$ cat src/rtl/user_edge_job_ctrl.sv
// Edge-mask job sequencer: OBI config port, one read-modify-write per word over the OBI manager port.
// Config response 1 cycle after grant; manager holds req/addr/wdata until gnt, one txn outstanding, >=4 cycles/word.
module user_edge_job_ctrl #(
    parameter int ADDR_WIDTH = 16,
    parameter int DATA_WIDTH = 32,
    parameter int ID_WIDTH   = 4,
    parameter int LEN_WIDTH  = 12
) (
    input  logic                  clk_i,
    input  logic                  rst_i,
    input  logic                  sbr_obi_req_i,
    input  logic [ADDR_WIDTH-1:0] sbr_obi_addr_i,
    input  logic [DATA_WIDTH-1:0] sbr_obi_wdata_i,
    input  logic                  sbr_obi_we_i,
    input  logic [ID_WIDTH-1:0]   sbr_obi_id_i,
    output logic                  sbr_obi_gnt_o,
    output logic                  sbr_obi_rvalid_o,
    output logic [DATA_WIDTH-1:0] sbr_obi_rdata_o,
    output logic [ID_WIDTH-1:0]   sbr_obi_rid_o,
    output logic                  sbr_obi_err_o,
    output logic                  mgr_obi_req_o,
    output logic [ADDR_WIDTH-1:0] mgr_obi_addr_o,
    output logic [DATA_WIDTH-1:0] mgr_obi_wdata_o,
    output logic                  mgr_obi_we_o,
    output logic [ID_WIDTH-1:0]   mgr_obi_id_o,
    input  logic                  mgr_obi_gnt_i,
    input  logic                  mgr_obi_rvalid_i,
    input  logic [DATA_WIDTH-1:0] mgr_obi_rdata_i,
    input  logic                  mgr_obi_err_i,
    output logic                  irq_o
);

    typedef enum logic [2:0] {
        IDLE,
        RD_REQ,
        RD_WAIT,
        WR_REQ,
        WR_WAIT,
        ABORT
    } state_e;

    state_e state_q, state_d;

    logic                  irq_en_q;
    logic [ADDR_WIDTH-1:0] src_q, dst_q;
    logic [LEN_WIDTH-1:0]  len_q, progress_q, progress_inc;
    logic                  done_q, err_q, carry_q;
    logic [DATA_WIDTH-1:0] wdata_q;

    logic                  rsp_vld_q, rsp_err_q;
    logic [ID_WIDTH-1:0]   rsp_id_q;
    logic [DATA_WIDTH-1:0] rsp_rdata_q, reg_rdata;

    logic                  busy, sbr_wr, cfg_wr_blocked, start, status_w1c, last_word;
    logic [2:0]            reg_sel;
    logic [ADDR_WIDTH-1:0] word_off;

    assign busy           = (state_q != IDLE);
    assign reg_sel        = sbr_obi_addr_i[4:2];
    assign sbr_wr         = sbr_obi_req_i & sbr_obi_we_i;
    assign cfg_wr_blocked = sbr_wr & busy & (reg_sel < 3'd4);
    assign start          = sbr_wr & ~busy & (reg_sel == 3'd0) & sbr_obi_wdata_i[0];
    assign status_w1c     = sbr_wr & (reg_sel == 3'd4);
    assign progress_inc   = progress_q + LEN_WIDTH'(1);
    assign last_word      = (progress_inc == len_q);
    // PROGRESS doubles as the word index for both pointers
    assign word_off       = ADDR_WIDTH'({progress_q, 2'b00});

    always_comb begin
        reg_rdata = '0;
        case (reg_sel)
            3'd0:    reg_rdata[1] = irq_en_q;
            3'd1:    reg_rdata[ADDR_WIDTH-1:0] = src_q;
            3'd2:    reg_rdata[ADDR_WIDTH-1:0] = dst_q;
            3'd3:    reg_rdata[LEN_WIDTH-1:0] = len_q;
            3'd4:    reg_rdata[2:0] = {err_q, done_q, busy};
            3'd5:    reg_rdata[LEN_WIDTH-1:0] = progress_q;
            default: reg_rdata = '0;
        endcase
    end

    always_ff @(posedge clk_i) begin
        if (rst_i) begin
            state_q <= IDLE;
        end else begin
            state_q <= state_d;
        end
    end

    always_comb begin
        state_d = state_q;
        case (state_q)
            IDLE:    if (start && len_q != '0) state_d = RD_REQ;
            RD_REQ:  if (mgr_obi_gnt_i) state_d = RD_WAIT;
            RD_WAIT: if (mgr_obi_rvalid_i) state_d = mgr_obi_err_i ? ABORT : WR_REQ;
            WR_REQ:  if (mgr_obi_gnt_i) state_d = WR_WAIT;
            WR_WAIT: begin
                if (mgr_obi_rvalid_i) begin
                    if (mgr_obi_err_i)  state_d = ABORT;
                    else if (last_word) state_d = IDLE;
                    else                state_d = RD_REQ;
                end
            end
            ABORT:   state_d = IDLE;
            default: state_d = IDLE;
        endcase
    end

    always_ff @(posedge clk_i) begin
        if (rst_i) begin
            irq_en_q    <= 1'b0;
            src_q       <= '0;
            dst_q       <= '0;
            len_q       <= '0;
            progress_q  <= '0;
            done_q      <= 1'b0;
            err_q       <= 1'b0;
            carry_q     <= 1'b0;
            wdata_q     <= '0;
            rsp_vld_q   <= 1'b0;
            rsp_err_q   <= 1'b0;
            rsp_id_q    <= '0;
            rsp_rdata_q <= '0;
        end else begin
            rsp_vld_q   <= sbr_obi_req_i;
            rsp_id_q    <= sbr_obi_req_i ? sbr_obi_id_i : '0;
            rsp_err_q   <= cfg_wr_blocked;
            rsp_rdata_q <= (sbr_obi_req_i && !sbr_obi_we_i) ? reg_rdata : '0;

            if (sbr_wr && !busy) begin
                case (reg_sel)
                    3'd0:    irq_en_q <= sbr_obi_wdata_i[1];
                    3'd1:    src_q    <= {sbr_obi_wdata_i[ADDR_WIDTH-1:2], 2'b00};
                    3'd2:    dst_q    <= {sbr_obi_wdata_i[ADDR_WIDTH-1:2], 2'b00};
                    3'd3:    len_q    <= sbr_obi_wdata_i[LEN_WIDTH-1:0];
                    default: ;
                endcase
            end

            if (status_w1c) begin
                if (sbr_obi_wdata_i[1]) done_q <= 1'b0;
                if (sbr_obi_wdata_i[2]) err_q  <= 1'b0;
            end

            if (start) begin
                if (len_q == '0) begin
                    done_q <= 1'b1;
                end else begin
                    done_q     <= 1'b0;
                    err_q      <= 1'b0;
                    progress_q <= '0;
                    carry_q    <= 1'b0;
                end
            end

            // FSM-driven status updates come last so they win over a same-cycle W1C
            case (state_q)
                RD_WAIT: begin
                    if (mgr_obi_rvalid_i && !mgr_obi_err_i) begin
                        wdata_q <= mgr_obi_rdata_i ^ {carry_q, mgr_obi_rdata_i[DATA_WIDTH-1:1]};
                        carry_q <= mgr_obi_rdata_i[0];
                    end
                end
                WR_WAIT: begin
                    if (mgr_obi_rvalid_i && !mgr_obi_err_i) begin
                        progress_q <= progress_inc;
                        if (last_word) done_q <= 1'b1;
                    end
                end
                ABORT: begin
                    err_q  <= 1'b1;
                    done_q <= 1'b1;
                end
                default: ;
            endcase
        end
    end

    assign sbr_obi_gnt_o    = sbr_obi_req_i;
    assign sbr_obi_rvalid_o = rsp_vld_q;
    assign sbr_obi_rdata_o  = rsp_rdata_q;
    assign sbr_obi_rid_o    = rsp_id_q;
    assign sbr_obi_err_o    = rsp_err_q;

    assign mgr_obi_req_o   = (state_q == RD_REQ) || (state_q == WR_REQ);
    assign mgr_obi_we_o    = (state_q == WR_REQ);
    assign mgr_obi_addr_o  = (state_q == RD_REQ) ? src_q + word_off :
                             (state_q == WR_REQ) ? dst_q + word_off : '0;
    assign mgr_obi_wdata_o = (state_q == WR_REQ) ? wdata_q : '0;
    assign mgr_obi_id_o    = '0;

    assign irq_o = done_q & irq_en_q;

    logic unused_sbr_bits;
    assign unused_sbr_bits = ^{sbr_obi_addr_i[ADDR_WIDTH-1:5], sbr_obi_addr_i[1:0],
                               sbr_obi_wdata_i[DATA_WIDTH-1:ADDR_WIDTH]};

endmodule

$ cat config.mk
export PLATFORM = sky130hd
export DESIGN_NAME = user_edge_job_ctrl
export DESIGN_NICKNAME = d
export VERILOG_FILES = /design/src/rtl/user_edge_job_ctrl.sv
export SDC_FILE = /design/constraint.sdc
export NUM_CORES = 1
export LEC_CHECK = 0
export ABC_CLOCK_PERIOD_IN_PS = 5130
export BUFFER_PORTS_ARGS = -buffer_cell sky130_fd_sc_hd__buf_2
export CAP_MARGIN = 20
export CELL_PAD_IN_SITES_DETAIL_PLACEMENT = 1
export CELL_PAD_IN_SITES_GLOBAL_PLACEMENT = 2
export CORE_MARGIN = 5
export CORE_UTILIZATION = 33
export DETAILED_ROUTE_END_ITERATION = 10
export PLACE_DENSITY = 0.86
export SLEW_MARGIN = 20
export SYNTH_ARGS = -nofsm -noshare
export SYNTH_HDL_FRONTEND = slang
export SYNTH_SLANG_ARGS = --single-unit
$ cat constraint.sdc
create_clock -name clk_i -period 5.13 [get_ports clk_i]
set_clock_uncertainty 0.1 [all_clocks]
set_input_delay 0 -clock clk_i [delete_from_list [all_inputs] [get_ports clk_i]]
set_output_delay 0 -clock clk_i [all_outputs]
set_load 0.02 [all_outputs]
==> Word-level counts from Yosys, hierarchy flattened <==
Cells that the tools add are included.
{ "word_totals": {"register_bits": 129, "inputBits": 91, "output_inout_bits": 94, "wordCells": 105} }
{ "op_classes": {"addsub": 3, "order_cmp": 1, "eq_ne": 16, "n_mux": 37, "bitwise": 12, "reduce_logical": 21} }
{ "op_table": {"columns": ["operator", "n"], "rows": [
  ["$mux 12", 4],
  ["$pmux 9 s4", 1],
  ["$add 16x14->16", 2],
  ["$mux 16", 2],
  ["$mux 32", 1],
  ["$xor 32x32->32", 1],
  ["$mux 3", 7],
  ["$mux 1", 16],
  ["$pmux 3 s5", 1],
  ["$add 12x1->12 const B", 1],
  ["$eq 12x12->1", 1],
  ["$eq 3x2->1 const B", 4],
  ["$eq 3x3->1 const B", 4],
  ["$logic_not 12->1", 1],
  ["$reduce_bool 12->1", 1],
  ["$reduce_and 2->1", 5],
  ["$and 1x1->1", 8],
  ["$ne 2x2->1 const B", 4],
  ["$pmux 4 s2", 1],
  ["$eq 3x1->1 const B", 2],
  ["$logic_not 3->1", 2],
  ["$pmux 1 s5", 1],
  ["$reduce_and 5->1", 1],
  ["$logic_and 1x1->1", 4],
  ["10 further kinds", 15]
]} }

==> Logic depth before layout (Yosys ltp) <==
{ "logic_depth": {"ltp_word": 9, "ltp_mapped": 9, "depth_no_buf": 9} }

==> Least setup slack after synthesis <==
OpenSTA, ideal clock, no wires.
{ "synth_timing": {"kind": "register -> output", "start": "reg progress_q[0]", "end": "out mgr_obi_addr_o[10]", "arrival_time_ns": 2.299, "required_ns": 5.030, "setup_slack_ns": 2.731, "path_stages_with_launch": 10, "n_path_buf": 0, "cell_sequence": "dfxtp_1 ha_1 inv_1 fa_1 nor2b_1 o2111ai_1 nand3_1 nand2_1 xor2_1 a211oi_1"} }
{ "synth_via": {"elab_chain_cells": 3, "word_cells_on_any_way": 4, "cone_classes": "add/sub: 2; mux: 2"} }
{ "synth_lines": {"columns": ["element", "line", "source"], "rows": [
  ["from (decl)", "46", "logic [LEN_WIDTH-1:0] len_q, progress_q, progress_inc;"],
  ["from (signal assigned)", "166", "progress_q <= progress_inc;"],
  ["$add 16x14->16", "188", "(state_q == WR_REQ) ? dst_q + word_off : '0;"],
  ["$mux 16", "188", null],
  ["$mux 16 *", "187", "assign mgr_obi_addr_o = (state_q == RD_REQ) ? src_q + word_off :"],
  ["to (decl)", "22", "output logic [ADDR_WIDTH-1:0] mgr_obi_addr_o,"]
]} }
Every way passes the cells marked *; elsewhere a longest branch is shown, timed or not.

==> Final worst setup path <==
{ "layout_timing": {"start": "reg progress_q[2]", "end": "out mgr_obi_addr_o[14]"} }
The elaborated chain is that of the path after synthesis.

==> summary.md <==
| Metric | Value |
|---|---|
| Register area | `0.002263 mm²` |
| Distinct cells, synth | `70` |
| Final WL | `approximately 24000 µm` |
| Critical Path Source Type | `flop` |
| Pre-CTS setup slack | `roughly 2400 ps` |
| Sequential share of the synthesized area | `33.33%` |
| R2R Path End | `state_q[0]$_SDFFE_PP0P_` |
| Die area | `0.02353 mm²` |
| Final setup margin | `about 2000 ps` |
| First-pass GRT wire length | `37660 µm` |
| Die width | `153.4 µm` |
| Hold Violations, Final | `0` |
| Clk_lat worst skew | `420 ps` |
| Total gr overflow | `0` |
| Post-synth EDFFs | `0` |
| Fin. max-slew vios | `0` |
| Layout cells sized above 1 | `18.25%` |
| Number of clock sinks | `113` |
| CP arrival | `3010 ps` |
| Synth Instances | `840` |
| Setup crit end | `mgr_obi_addr_o[14]` |
| Clock buffer depth | `2` |
| Status | `finished, final reports clean` |
| Area Overhead vs Synth | `31.47%` |
| Final nets | `1137` |
| 1st-iter DRT viols | `about 350` |
| Hold crit path type | `input pin to flop` |
| # setup viols final | `0` |
| Synth Register Bits | `113` |
| TritonCTS clock tree | `yes` |
| CP endpoint kind | `output pin` |
| Period utilisation layout | `60.59%` |
| Via density | `around 5.3` |
| Worst endpoint required time | `5030 ps` |
| Vias in the first global route | `6801` |
| Top_reg_cell synth | `dfxtp_1` |
| Multi-input gate area | `0.004160 mm²` |
| Clock transition at path regs | `60 ps` |
| H-tree depth | `4` |
| Setup total negative slack | `0 ps` |
| I/O Pins | `185` |
| Area contributors post-synth | `dfxtp_1 33%, xnor2_1 6.7%, nor2_1 5.6%` |
| DR WL/cell | `18.51 µm` |
| Post-synth ARST share | `0%` |
| FMAX | `321.7 MHz` |
| Top-count cell post-synth | `dfxtp_1` |
| Total track usage | `19.77%` |
| Crit path launch | `progress_q[2]$_SDFF_PP0_` |
| Initial Util | `33.54%` |
| Crit Path Max Fanout | `10` |
| Synthesis warning total | `0` |
| Post-DP HPWL | `16400 µm` |
| Worst Reg-to-Reg Cells | `7` |
| Fill cell total of the finished layout | `2476` |
| Period minus WS final | `3108 ps` |
| LEAKAGE | `3.733 nW` |
| RD Place Congestion | `around 0.88` |
| Synth top area share | `33.33%` |
| Mean Syn Cell Area | `8.079 µm²` |
| Synth cell count leaders | `113 x dfxtp_1, 102 x nor2_1, 84 x nand2_1, 63 x a21oi_1, 52 x xnor2_1` |
| Clock root buffer | `clkbuf_16` |
| Rows | `52` |
| R2r startpoint | `progress_q[1]$_SDFF_PP0_` |
| Post-Syn Area | `0.006787 mm²` |
| Peak VDD IR | `173.0 µV` |
| Reg2reg setup slack | `2400 ps` |
| Num CTS Buffers | `17` |
| Yosys top cell by area | `dfxtp_1` |
| Kind of critical path | `flop to output pin` |
| Postcts setup bufs | `0` |
| Die height | `153.4 µm` |
| DRC viols | `0` |
| Largest net degree at the start of global routing | `94` |
| RSZ-0062 raised after global routing | `false` |
| PortBufs | `roughly 130` |
| Antenna-violating nets left | `0` |
| Slew headroom | `23.35%` |
| Post-CTS Hold Buffers | `77` |
| Max Cap Viol | `0` |
| Cell Pwr Density | `between 200 and 300 mW/mm²` |
| Vias | `just under 7000` |
| Resize count post-CTS | `0` |
| Antenna violations before repair | `1` |
| Worst-Margin Slew | `between 1000 and 1500 ps` |
| TritonRoute pass-1 iters | `5` |
| Core area | `between 0.02 and 0.025 mm²` |
flip-flops by register name, indices dropped and copies added (netlist names), 3 cells and up:
signal	count
dst_q	14
len_q	12
progress_q	12
sbr_obi_rdata_o	16
sbr_obi_rid_o	4
src_q	14
state_q	3
wdata_q	32
through the flow:
step / std cells / hold slack, ps / total power, mW / instance area (µm²) / util [%]
6_report: 1301 / 30.57 / 2.362 / 8922 / 44.09
5_1_grt: 1301 / 55.23 / 2.440 / 8922 / 44.09
4_1_cts: 1300 / 4.906 / 2.382 / 8914 / 44.05
3_5_place_dp: 1192 / 104.3 / 1.053 / 7515 / 37.14
3_3_place_gp: 1192 / 100.5 / 1.053 / 7515 / 37.14
2_1_floorplan: 861 / 11.94 / 1.007 / 6865 / -
cell families after synthesis:
family | count (synthesis) | share of synthesized area, %
fa+ha+maj | 28 | 5.383
other cells | 1 | 0.05526
mux | 19 | 2.876
flops | 113 | 33.33
simple gates | 311 | 22.16
compound gates | 209 | 21.11
xor+xnor | 65 | 8.389
buf+inv | 94 | 6.692
worst min path at each step:
| stage | start | end | cells after the start | slack (ps) |
|---|---|---|---|---|
| after floorplan | rst_i | sbr_obi_rvalid_o$_SDFF_PP0_ | 1 | 10 |
| after global placement | sbr_obi_id_i[2] | sbr_obi_rid_o[2]$_SDFF_PP0_ | 2 | 100 |
| after detailed placement | sbr_obi_id_i[3] | sbr_obi_rid_o[3]$_SDFF_PP0_ | 2 | 100 |
| after CTS | sbr_obi_addr_i[3] | sbr_obi_rdata_o[1]$_SDFF_PP0_ | 5 | 5 |
| after global routing | sbr_obi_we_i | sbr_obi_err_o$_SDFF_PP0_ | 3 | 60 |
| final | sbr_obi_addr_i[3] | sbr_obi_rdata_o[1]$_SDFF_PP0_ | 5 | 30 |
worst max-delay path, stage by stage (launching register included):
cell	delay, ps
dfxtp_1	600
ha_1	370
nor2b_1	190
o31a_2	340
o21a_4	250
o41ai_4	330
mux2i_1	260
o211ai_2	80
buf_2	170
power breakdown:
part | internal (mW) | switching (mW) | leakage (nW) | total (mW)
clock network | 0.845 | 0.421 | 0.301 | 1.27
registers | 0.884 | 0.00608 | 0.912 | 0.891
logic | 0.0969 | 0.108 | 2.52 | 0.205
total | 1.83 | 0.536 | 3.73 | 2.36
cells in the final DEF, fill, tap and decap left out, types with 4 or more instances in the layout:
cell	count
nor2_1	102
mux2i_1	15
nand3_1	8
a222oi_1	9
clkbuf_16	17
inv_1	18
bufinv_16	4
nand4_1	8
xor2_1	13
a211oi_1	39
nor3_2	5
a21boi_0	4
or4_1	4
and3_1	36
or3_1	10
nand2b_1	8
conb_1	22
xnor2_1	52
nor2b_1	9
nand2_1	84
dlygate4sd3_1	77
a32oi_1	4
a31oi_1	4
a21oi_1	63
a21o_1	4
and2_1	9
a22oi_1	6
buf_2	133
o211ai_1	5
a22o_1	10
o21ai_0	29
dfxtp_1	112
nor3_1	14
ha_1	26
per-layer routing:
layer	vias to the layer above	global-route usage [%]	wire, µm
li1	3318	-	-
met1	3335	24.33	10490
met2	162	34.41	11980
met3	43	4.184	936
met4	0	6.560	670
met5	-	0	0
final cells by class:
cell class,count,area share [%]
inverters,19,0.7993
diodes,1,0.02805
clock inverters,10,1.767
clock buffers,21,5.273
multi-input cells,654,46.63
flip-flops and latches,113,25.37
well taps,270,3.786
repair buffers,213,16.35
(Power assumes the default switching activity.)
